## config.mk

```make
export PLATFORM = sky130hd
export DESIGN_NAME = l1_cache
export DESIGN_NICKNAME = d
export VERILOG_FILES = /design/src/rtl/cache_pkg.sv /design/src/rtl/cache_tag_store.sv /design/src/rtl/l1_cache.sv
export SDC_FILE = /design/constraint.sdc
export NUM_CORES = 1
export LEC_CHECK = 0
export CAP_MARGIN = 20
export CORE_ASPECT_RATIO = 1.1
export CORE_MARGIN = 4
export CORE_UTILIZATION = 60
export DETAILED_ROUTE_END_ITERATION = 6
export PLACE_DENSITY = 0.88
export SYNTH_ARGS = -nofsm -noshare
export SYNTH_HDL_FRONTEND = slang
export SYNTH_HIERARCHICAL = 1
export SYNTH_SLANG_ARGS = --single-unit
```

## constraint.sdc

```tcl
create_clock -name clk -period 7.1 [get_ports clk]
set_clock_uncertainty 0.15 [all_clocks]
set_input_delay 1.42 -clock clk [delete_from_list [all_inputs] [get_ports clk]]
set_output_delay 1.42 -clock clk [all_outputs]
set_load 0.01 [all_outputs]
```

## src/rtl/cache_pkg.sv

```systemverilog
// Shared types and address helpers for the direct-mapped L1 cache.
package cache_pkg;

  // Line fields are carried at this fixed width; the storage keeps only the bits it needs.
  localparam int CACHE_FIELD_W = 64;

  typedef enum logic [1:0] {
    IDLE  = 2'd0,
    FILL  = 2'd1,
    WRITE = 2'd2
  } cache_state_t;

  typedef struct packed {
    logic                     valid;
    logic [CACHE_FIELD_W-1:0] tag;
    logic [CACHE_FIELD_W-1:0] data;
  } cache_line_t;

  function automatic logic [CACHE_FIELD_W-1:0] get_index(input logic [CACHE_FIELD_W-1:0] addr,
                                                         input int                       index_w);
    return (addr >> 2) & ((CACHE_FIELD_W'(1) << index_w) - CACHE_FIELD_W'(1));
  endfunction

  function automatic logic [CACHE_FIELD_W-1:0] get_tag(input logic [CACHE_FIELD_W-1:0] addr,
                                                       input int                       index_w);
    return addr >> (index_w + 2);
  endfunction

endpackage

```

## src/rtl/cache_tag_store.sv

```systemverilog
// LINES-entry valid/tag/data storage: combinational read by index, one synchronous
// write port, valid bits cleared by synchronous reset.
module cache_tag_store
  import cache_pkg::*;
#(
  parameter int LINES   = 16,
  parameter int INDEX_W = 4,
  parameter int TAG_W   = 26,
  parameter int DATA_W  = 32
) (
  input  logic               clk,
  input  logic               rst,
  input  logic [INDEX_W-1:0] rd_index_i,
  output cache_line_t        rd_line_o,
  input  logic               wr_en_i,
  input  logic [INDEX_W-1:0] wr_index_i,
  input  cache_line_t        wr_line_i
);

  logic [LINES-1:0]             valid_vec;
  logic [LINES-1:0][TAG_W-1:0]  tag_vec;
  logic [LINES-1:0][DATA_W-1:0] data_vec;
  logic                         unused_wr_bits;

  genvar gi;
  generate
    for (gi = 0; gi < LINES; gi++) begin : g_line
      logic              valid_q;
      logic [TAG_W-1:0]  tag_q;
      logic [DATA_W-1:0] data_q;
      logic              wr_sel;

      assign wr_sel = wr_en_i && (wr_index_i == INDEX_W'(gi));

      // Tag and data need no reset: they are only trusted while valid_q is set.
      always_ff @(posedge clk) begin
        if (rst) begin
          valid_q <= 1'b0;
        end else if (wr_sel) begin
          valid_q <= wr_line_i.valid;
          tag_q   <= wr_line_i.tag[TAG_W-1:0];
          data_q  <= wr_line_i.data[DATA_W-1:0];
        end
      end

      assign valid_vec[gi] = valid_q;
      assign tag_vec[gi]   = tag_q;
      assign data_vec[gi]  = data_q;
    end
  endgenerate

  always_comb begin
    rd_line_o       = '0;
    rd_line_o.valid = valid_vec[rd_index_i];
    rd_line_o.tag   = CACHE_FIELD_W'(tag_vec[rd_index_i]);
    rd_line_o.data  = CACHE_FIELD_W'(data_vec[rd_index_i]);
  end

  assign unused_wr_bits = ^{wr_line_i.tag[CACHE_FIELD_W-1:TAG_W],
                            wr_line_i.data[CACHE_FIELD_W-1:DATA_W]};

endmodule

```

## src/rtl/l1_cache.sv

```systemverilog
// Direct-mapped, write-through, no-write-allocate L1 cache driving one mem_if port.
// Define L1_CACHE_PERF_EN to add the hit_count/miss_count read-access counters.
module l1_cache
  import cache_pkg::*;
#(
  parameter int ADDR_W      = 32,
  parameter int DATA_W      = 32,
  parameter int LINES       = 16,
  parameter int MEM_LATENCY = 1
) (
  input  logic              clk,
  input  logic              rst,
  input  logic              req_valid,
  output logic              req_ready,
  input  logic              req_write,
  input  logic [ADDR_W-1:0] req_addr,
  input  logic [DATA_W-1:0] req_wdata,
  output logic              resp_valid,
  output logic [DATA_W-1:0] resp_rdata,
  output logic [ADDR_W-1:0] mem_addr,
  output logic [DATA_W-1:0] mem_data_i,
  input  logic [DATA_W-1:0] mem_data_o,
  output logic              mem_data_en,
  output logic              mem_write_en
`ifdef L1_CACHE_PERF_EN
  ,
  output logic [31:0]       hit_count,
  output logic [31:0]       miss_count
`endif
);

  localparam int INDEX_W = $clog2(LINES);
  localparam int TAG_W   = ADDR_W - INDEX_W - 2;
  localparam int CNT_W   = $clog2(MEM_LATENCY + 1);

  cache_state_t       state_q;
  logic               req_ready_q;
  logic               resp_valid_q;
  logic [DATA_W-1:0]  resp_rdata_q;
  logic [ADDR_W-1:0]  mem_addr_q;
  logic [DATA_W-1:0]  mem_data_i_q;
  logic               mem_data_en_q;
  logic               mem_write_en_q;
  logic [ADDR_W-1:0]  addr_q;
  logic [DATA_W-1:0]  wdata_q;
  logic               wr_hit_q;
  logic [CNT_W-1:0]   cnt_q;

  logic [CACHE_FIELD_W-1:0] req_addr_x;
  logic [CACHE_FIELD_W-1:0] req_index_x;
  logic [CACHE_FIELD_W-1:0] req_tag_x;
  logic [CACHE_FIELD_W-1:0] lat_addr_x;
  logic [CACHE_FIELD_W-1:0] lat_index_x;
  logic [CACHE_FIELD_W-1:0] lat_tag_x;

  cache_line_t        rd_line;
  cache_line_t        wr_line;
  logic               wr_en;
  logic               hit;
  logic               accept;
  logic               unused_bits;

  assign req_addr_x  = CACHE_FIELD_W'(req_addr);
  assign req_index_x = get_index(req_addr_x, INDEX_W);
  assign req_tag_x   = get_tag(req_addr_x, INDEX_W);
  assign lat_addr_x  = CACHE_FIELD_W'(addr_q);
  assign lat_index_x = get_index(lat_addr_x, INDEX_W);
  assign lat_tag_x   = get_tag(lat_addr_x, INDEX_W);

  // Tags compare at full field width; the zero-extended upper bits match trivially.
  assign hit    = rd_line.valid && (rd_line.tag == req_tag_x);
  assign accept = (state_q == IDLE) && req_valid && req_ready_q;

  // Fill captures on the last counted FILL cycle; a store only touches the line it hit.
  assign wr_en = ((state_q == FILL) && (cnt_q == '0)) || ((state_q == WRITE) && wr_hit_q);

  always_comb begin
    wr_line       = '0;
    wr_line.valid = 1'b1;
    wr_line.tag   = lat_tag_x;
    wr_line.data  = (state_q == FILL) ? CACHE_FIELD_W'(mem_data_o) : CACHE_FIELD_W'(wdata_q);
  end

  cache_tag_store #(
    .LINES   (LINES),
    .INDEX_W (INDEX_W),
    .TAG_W   (TAG_W),
    .DATA_W  (DATA_W)
  ) u_store (
    .clk        (clk),
    .rst        (rst),
    .rd_index_i (req_index_x[INDEX_W-1:0]),
    .rd_line_o  (rd_line),
    .wr_en_i    (wr_en),
    .wr_index_i (lat_index_x[INDEX_W-1:0]),
    .wr_line_i  (wr_line)
  );

  always_ff @(posedge clk) begin
    if (rst) begin
      state_q        <= IDLE;
      req_ready_q    <= 1'b1;
      resp_valid_q   <= 1'b0;
      resp_rdata_q   <= '0;
      mem_addr_q     <= '0;
      mem_data_i_q   <= '0;
      mem_data_en_q  <= 1'b0;
      mem_write_en_q <= 1'b0;
      addr_q         <= '0;
      wdata_q        <= '0;
      wr_hit_q       <= 1'b0;
      cnt_q          <= '0;
    end else begin
      resp_valid_q <= 1'b0;
      case (state_q)
        IDLE: begin
          mem_data_en_q  <= 1'b0;
          mem_write_en_q <= 1'b0;
          if (accept) begin
            addr_q   <= req_addr;
            wdata_q  <= req_wdata;
            wr_hit_q <= hit;
            if (req_write) begin
              state_q        <= WRITE;
              req_ready_q    <= 1'b0;
              mem_addr_q     <= req_addr;
              mem_data_i_q   <= req_wdata;
              mem_data_en_q  <= 1'b1;
              mem_write_en_q <= 1'b1;
            end else if (hit) begin
              resp_valid_q <= 1'b1;
              resp_rdata_q <= rd_line.data[DATA_W-1:0];
            end else begin
              state_q       <= FILL;
              req_ready_q   <= 1'b0;
              mem_addr_q    <= req_addr;
              mem_data_en_q <= 1'b1;
              cnt_q         <= CNT_W'(MEM_LATENCY);
            end
          end
        end
        FILL: begin
          mem_data_en_q <= 1'b0;
          if (cnt_q == '0) begin
            state_q      <= IDLE;
            req_ready_q  <= 1'b1;
            resp_valid_q <= 1'b1;
            resp_rdata_q <= mem_data_o;
          end else begin
            cnt_q <= cnt_q - 1'b1;
          end
        end
        WRITE: begin
          mem_data_en_q  <= 1'b0;
          mem_write_en_q <= 1'b0;
          state_q        <= IDLE;
          req_ready_q    <= 1'b1;
          resp_valid_q   <= 1'b1;
          resp_rdata_q   <= '0;
        end
        default: begin
          state_q     <= IDLE;
          req_ready_q <= 1'b1;
        end
      endcase
    end
  end

`ifdef L1_CACHE_PERF_EN
  logic [31:0] hit_count_q;
  logic [31:0] miss_count_q;

  always_ff @(posedge clk) begin
    if (rst) begin
      hit_count_q  <= '0;
      miss_count_q <= '0;
    end else if (accept && !req_write) begin
      if (hit) begin
        hit_count_q <= hit_count_q + 32'd1;
      end else begin
        miss_count_q <= miss_count_q + 32'd1;
      end
    end
  end

  assign hit_count  = hit_count_q;
  assign miss_count = miss_count_q;
`endif

  assign req_ready    = req_ready_q;
  assign resp_valid   = resp_valid_q;
  assign resp_rdata   = resp_rdata_q;
  assign mem_addr     = mem_addr_q;
  assign mem_data_i   = mem_data_i_q;
  assign mem_data_en  = mem_data_en_q;
  assign mem_write_en = mem_write_en_q;

  assign unused_bits = ^{req_index_x[CACHE_FIELD_W-1:INDEX_W],
                         lat_index_x[CACHE_FIELD_W-1:INDEX_W],
                         rd_line.data[CACHE_FIELD_W-1:DATA_W]};

endmodule

```

* After elaboration in Yosys (flattened, before gate mapping)
Index checks and enable logic that the tools add are counted.
** Operators by class
- Magnitude comparators :: 1
- Reduce and logical (&&, ||, !) cells :: 51
- Add/sub/neg operators :: 1
- Equality and inequality tests :: 25
- Muxes and demuxes :: 41
- Bitwise logic cells :: 2
** Operators with widths (count)
- 32-bit 2-to-1 mux :: 8
- 32-bit binary-select mux with 4-bit select :: 1
- 26-bit binary-select mux with 4-bit select :: 1
- 32-bit case mux with 3 select lines :: 1
- 2-bit AND reduction :: 17
- 4-bit == test, second input constant :: 8
- 26-bit == test :: 1
- 26-bit 2-to-1 mux :: 1
- 1-bit logical AND :: 21
- 1-bit 2-to-1 mux :: 18
- 4-bit by 3-bit == test with 1-bit output, second input constant :: 4
- 2-bit inequality test, second input constant :: 6
- 3-bit AND reduction :: 3
- 4-bit by 2-bit == test with 1-bit output, second input constant :: 2
- 2-bit 2-to-1 mux :: 4
- 1-bit case mux with 2 select lines :: 4
- 2-bit nonzero test :: 3
- 4-bit by 5-bit less-than comparator with 1-bit output, second input constant :: 1
- 5-bit AND reduction :: 1
- 1-bit binary-select mux with 4-bit select :: 1
- 4-bit by 1-bit == test with 1-bit output, second input constant :: 1
- 4-bit logical NOT :: 1
- 2-bit case mux with 2 select lines :: 1
- 4-bit AND reduction :: 1
- other kinds (10) :: 11
** Storage, ports and cells
- Logic and storage cells :: 181
- Output and inout bits :: 100
- Bits in registers :: 1112
- Input port bits :: 100

* Depth between registers and ports, before layout
- Word-level depth :: 8
- Depth in mapped cells :: 14
- Mapped depth without buffers :: 9

* Modules after synthesis
Netlist, hierarchy kept.
** Modules (own cells, without submodules)
- cache_tag_store :: seq. area each 28187.0 um2, cells each 1607, instances 1, area an instance 36034.6 um2
- l1_cache :: seq. area each 3323.2 um2, cells each 878, instances 1, area an instance 7528.5 um2

* Least setup slack after synthesis
Ideal clock, no wire load.
- Path type :: input port to flip-flop
- Start point :: in rst
- End point :: reg u_store.g_line[0].data_q[0] (enable)
- Library setup time :: 0.545 ns
- Data arrival time :: 5.564 ns
- Slack :: 0.841 ns
- Cell stages on the path :: 2
- Required time :: 6.405 ns
- Buffers on the path :: 0
- Cell sequence :: nand2b_1 > nor3_1
** On the way
- Cells in the longest elaborated chain, start to end :: 2
** Ends and longest elaborated chain
- from (decl) :: line l1_cache.sv:12 : input logic rst,
- 1-bit NOT (no line)
- 2-bit AND reduction (no line)
- to (signal assigned) :: line cache_tag_store.sv:42 : data_q <= wr_line_i.data[DATA_W-1:0];
- to (decl) :: line cache_tag_store.sv:30 : logic [DATA_W-1:0] data_q;
No other way between the ends.
A chain may end at the register's enable or synchronous reset.

==> impl_metrics.ini <==
[status]
status = completed

[clock_tree]
clock_latency_ns = 0.68
cts_made_buffers = 100
clock_path_buffers = 3
cts_resized = 0
hold_buffers = 0
cts-root-buf = clkbuf_16
cts_tree = built
cts.htree.levels = 3
path_clk_slew_ns = 0.06
cts.sinks = 1110
cts_setup_buffers = 0

[synth]
yosysWarnings = 6
syn-cell-area_um2 = 43300
avgSynthCellArea_um2 = 17.7
netlist_instances = 2452

[layout]
area_delta_synth_final_pct = 14.9
antenna_cells = 0
fillers = 3979
fin_area_um2 = 49800
drive_above_1_share_pct = 19.8
regArea_um2 = 31500
layout.nets = 2773
multi_input_area_um2 = 11100

[global_routing]
grt_max_degree = 89
antenna_found_initial = 2
grt_pass1_vias = 26600
grt_overflow = 0
grt_usage_pct = 30.2
grt_pass1_wl_mm = 172

[timing]
finalMaxSlewViolations = 0
period_share_pct = 76.2
setup_violations = 0
fin_crit_ns = 5.41
slew_headroom_pct = 24.3
worst_hold_slack_ns = 0.307
finalHoldViolations = 0
max_clock_freq_ghz = 0.185
rsz0062_at_grt = false
finalSetupTns_ns = 0
timing.final.ws_setup_ns = 1.69
worstMarginPinSlew_ns = 1.12

[worst_setup_path]
cp-end-kind = flip-flop
critPathRequiredTime_ns = 7.50
r2r_slack_ns = 2.83
startpoint_type = input pin
critPathArrivalTime_ns = 5.81
crit_fanout = 20
crit_type = input pin to flip-flop

[die]
initial_core_util_pct = 60.5
fp.dieW_um = 264
ios = 200
design.die.area_um2 = 76600
core_area_um2 = 71700
std_cell_rows = 103
die_h_um = 290

[route]
antenna_violating_nets_post_route = 0
firstDrtPassIters = 6
vias = 25500
avgRoutedWirePerCell_um = 31.4
vias_per_cell = 6.89
first_iter_violations = 4342
routed_wl_mm = 116
drc = 0

[power]
powerDensity_nw_per_um2 = 310
vdd.ir_drop.worst_v = 0.000277
leakage_uw = 0.0162
p_total_uw = 15400

[placed_design]
placed_cell_area_um2 = 46400
dpl.hpwl_mm = 61.5
place_ws_ns = 1.21
place.gp.congestion = 0.821
numPortBuffers = 199

[worst_hold_path]
hold_class = flip-flop to flip-flop

[flow_run]
max_cap_violations = 0
## flip-flops by register name, summed over array words and instances (netlist names)
signal	flops
req_ready	1
u_store/g_line.data_q	512
addr_q	30
mem_data_en	1
resp_valid	1
mem_write_en	1
resp_rdata	32
mem_addr	32
mem_data_i	32
wr_hit_q	1
state_q	2
wdata_q	32
cnt_q	1
u_store/g_line.valid_q	16
u_store/g_line.tag_q	416
## worst paths after layout
kind | start | to | cells after the start
setup / recovery | req_addr[5] | resp_rdata[31] | 12
hold / removal | mem_data_i[26] | mem_data_i[26] | 2
setup reg to reg | state_q[1] | u_store/g_line[5].data_q[17] | 8
hold reg to reg | mem_data_i[26] | mem_data_i[26] | 2
## per-layer routing
layer / up-vias / share of wire, % / track usage, %
met5: - / 0 / 0
met4: 0 / 6.0 / 16.4
met3: 512 / 12 / 6.27
met2: 2338 / 50 / 49.9
met1: 12600 / 32 / 37.8
li1: 10000 / - / -
## stage by stage
stage | utilization (%) | cells
2_1_floorplan | - | 2489
3_3_place_gp | 64.6 | 3504
3_5_place_dp | 64.7 | 3508
4_1_cts | 69.3 | 3694
5_1_grt | 69.5 | 3697
6_report | 69.5 | 3697
## critical path, stage by stage
cell,delay [ns]
clkdlybuf4s50_1,0.73
nor2b_4,0.69
buf_4,0.28
a22oi_1,0.09
nand2_1,0.16
xnor2_1,0.17
nand4_1,0.10
or4_1,0.72
nor4_4,0.51
buf_4,0.40
nor3_1,0.12
a311oi_1,0.37
## cells in the final DEF (no fill, tap or decap), types with 23 or more instances in the layout
| cell | n |
|---|---|
| buf_4 | 64 |
| clkinv_2 | 23 |
| nor3_1 | 38 |
| dfxtp_1 | 182 |
| mux2_2 | 32 |
| mux4_2 | 236 |
| nand2_1 | 257 |
| clkbuf_1 | 23 |
| a21oi_1 | 116 |
| clkdlybuf4s50_1 | 196 |
| conb_1 | 39 |
| a22oi_1 | 118 |
| nand3_1 | 46 |
| edfxtp_1 | 928 |
| mux2i_1 | 32 |
| nand2b_1 | 103 |
| clkbuf_16 | 105 |
## cell type report
type	count	area share (%)
well taps	945	2.38
inverters	5	0.0377
repair buffers	272	5.40
multi-input cells	1179	22.2
clock inverters	50	0.958
flip-flops and latches	1110	63.3
clock buffers	136	5.67
## report_power, final
part           switching (µW)  leakage, µW  internal (µW)  total [µW]
registers                 246       0.0100           7630        7870
logic                    1320      0.00453            788        2110
clock network            2410      0.00162           3030        5430
Note: power is estimated with default switching activity, not from simulation.
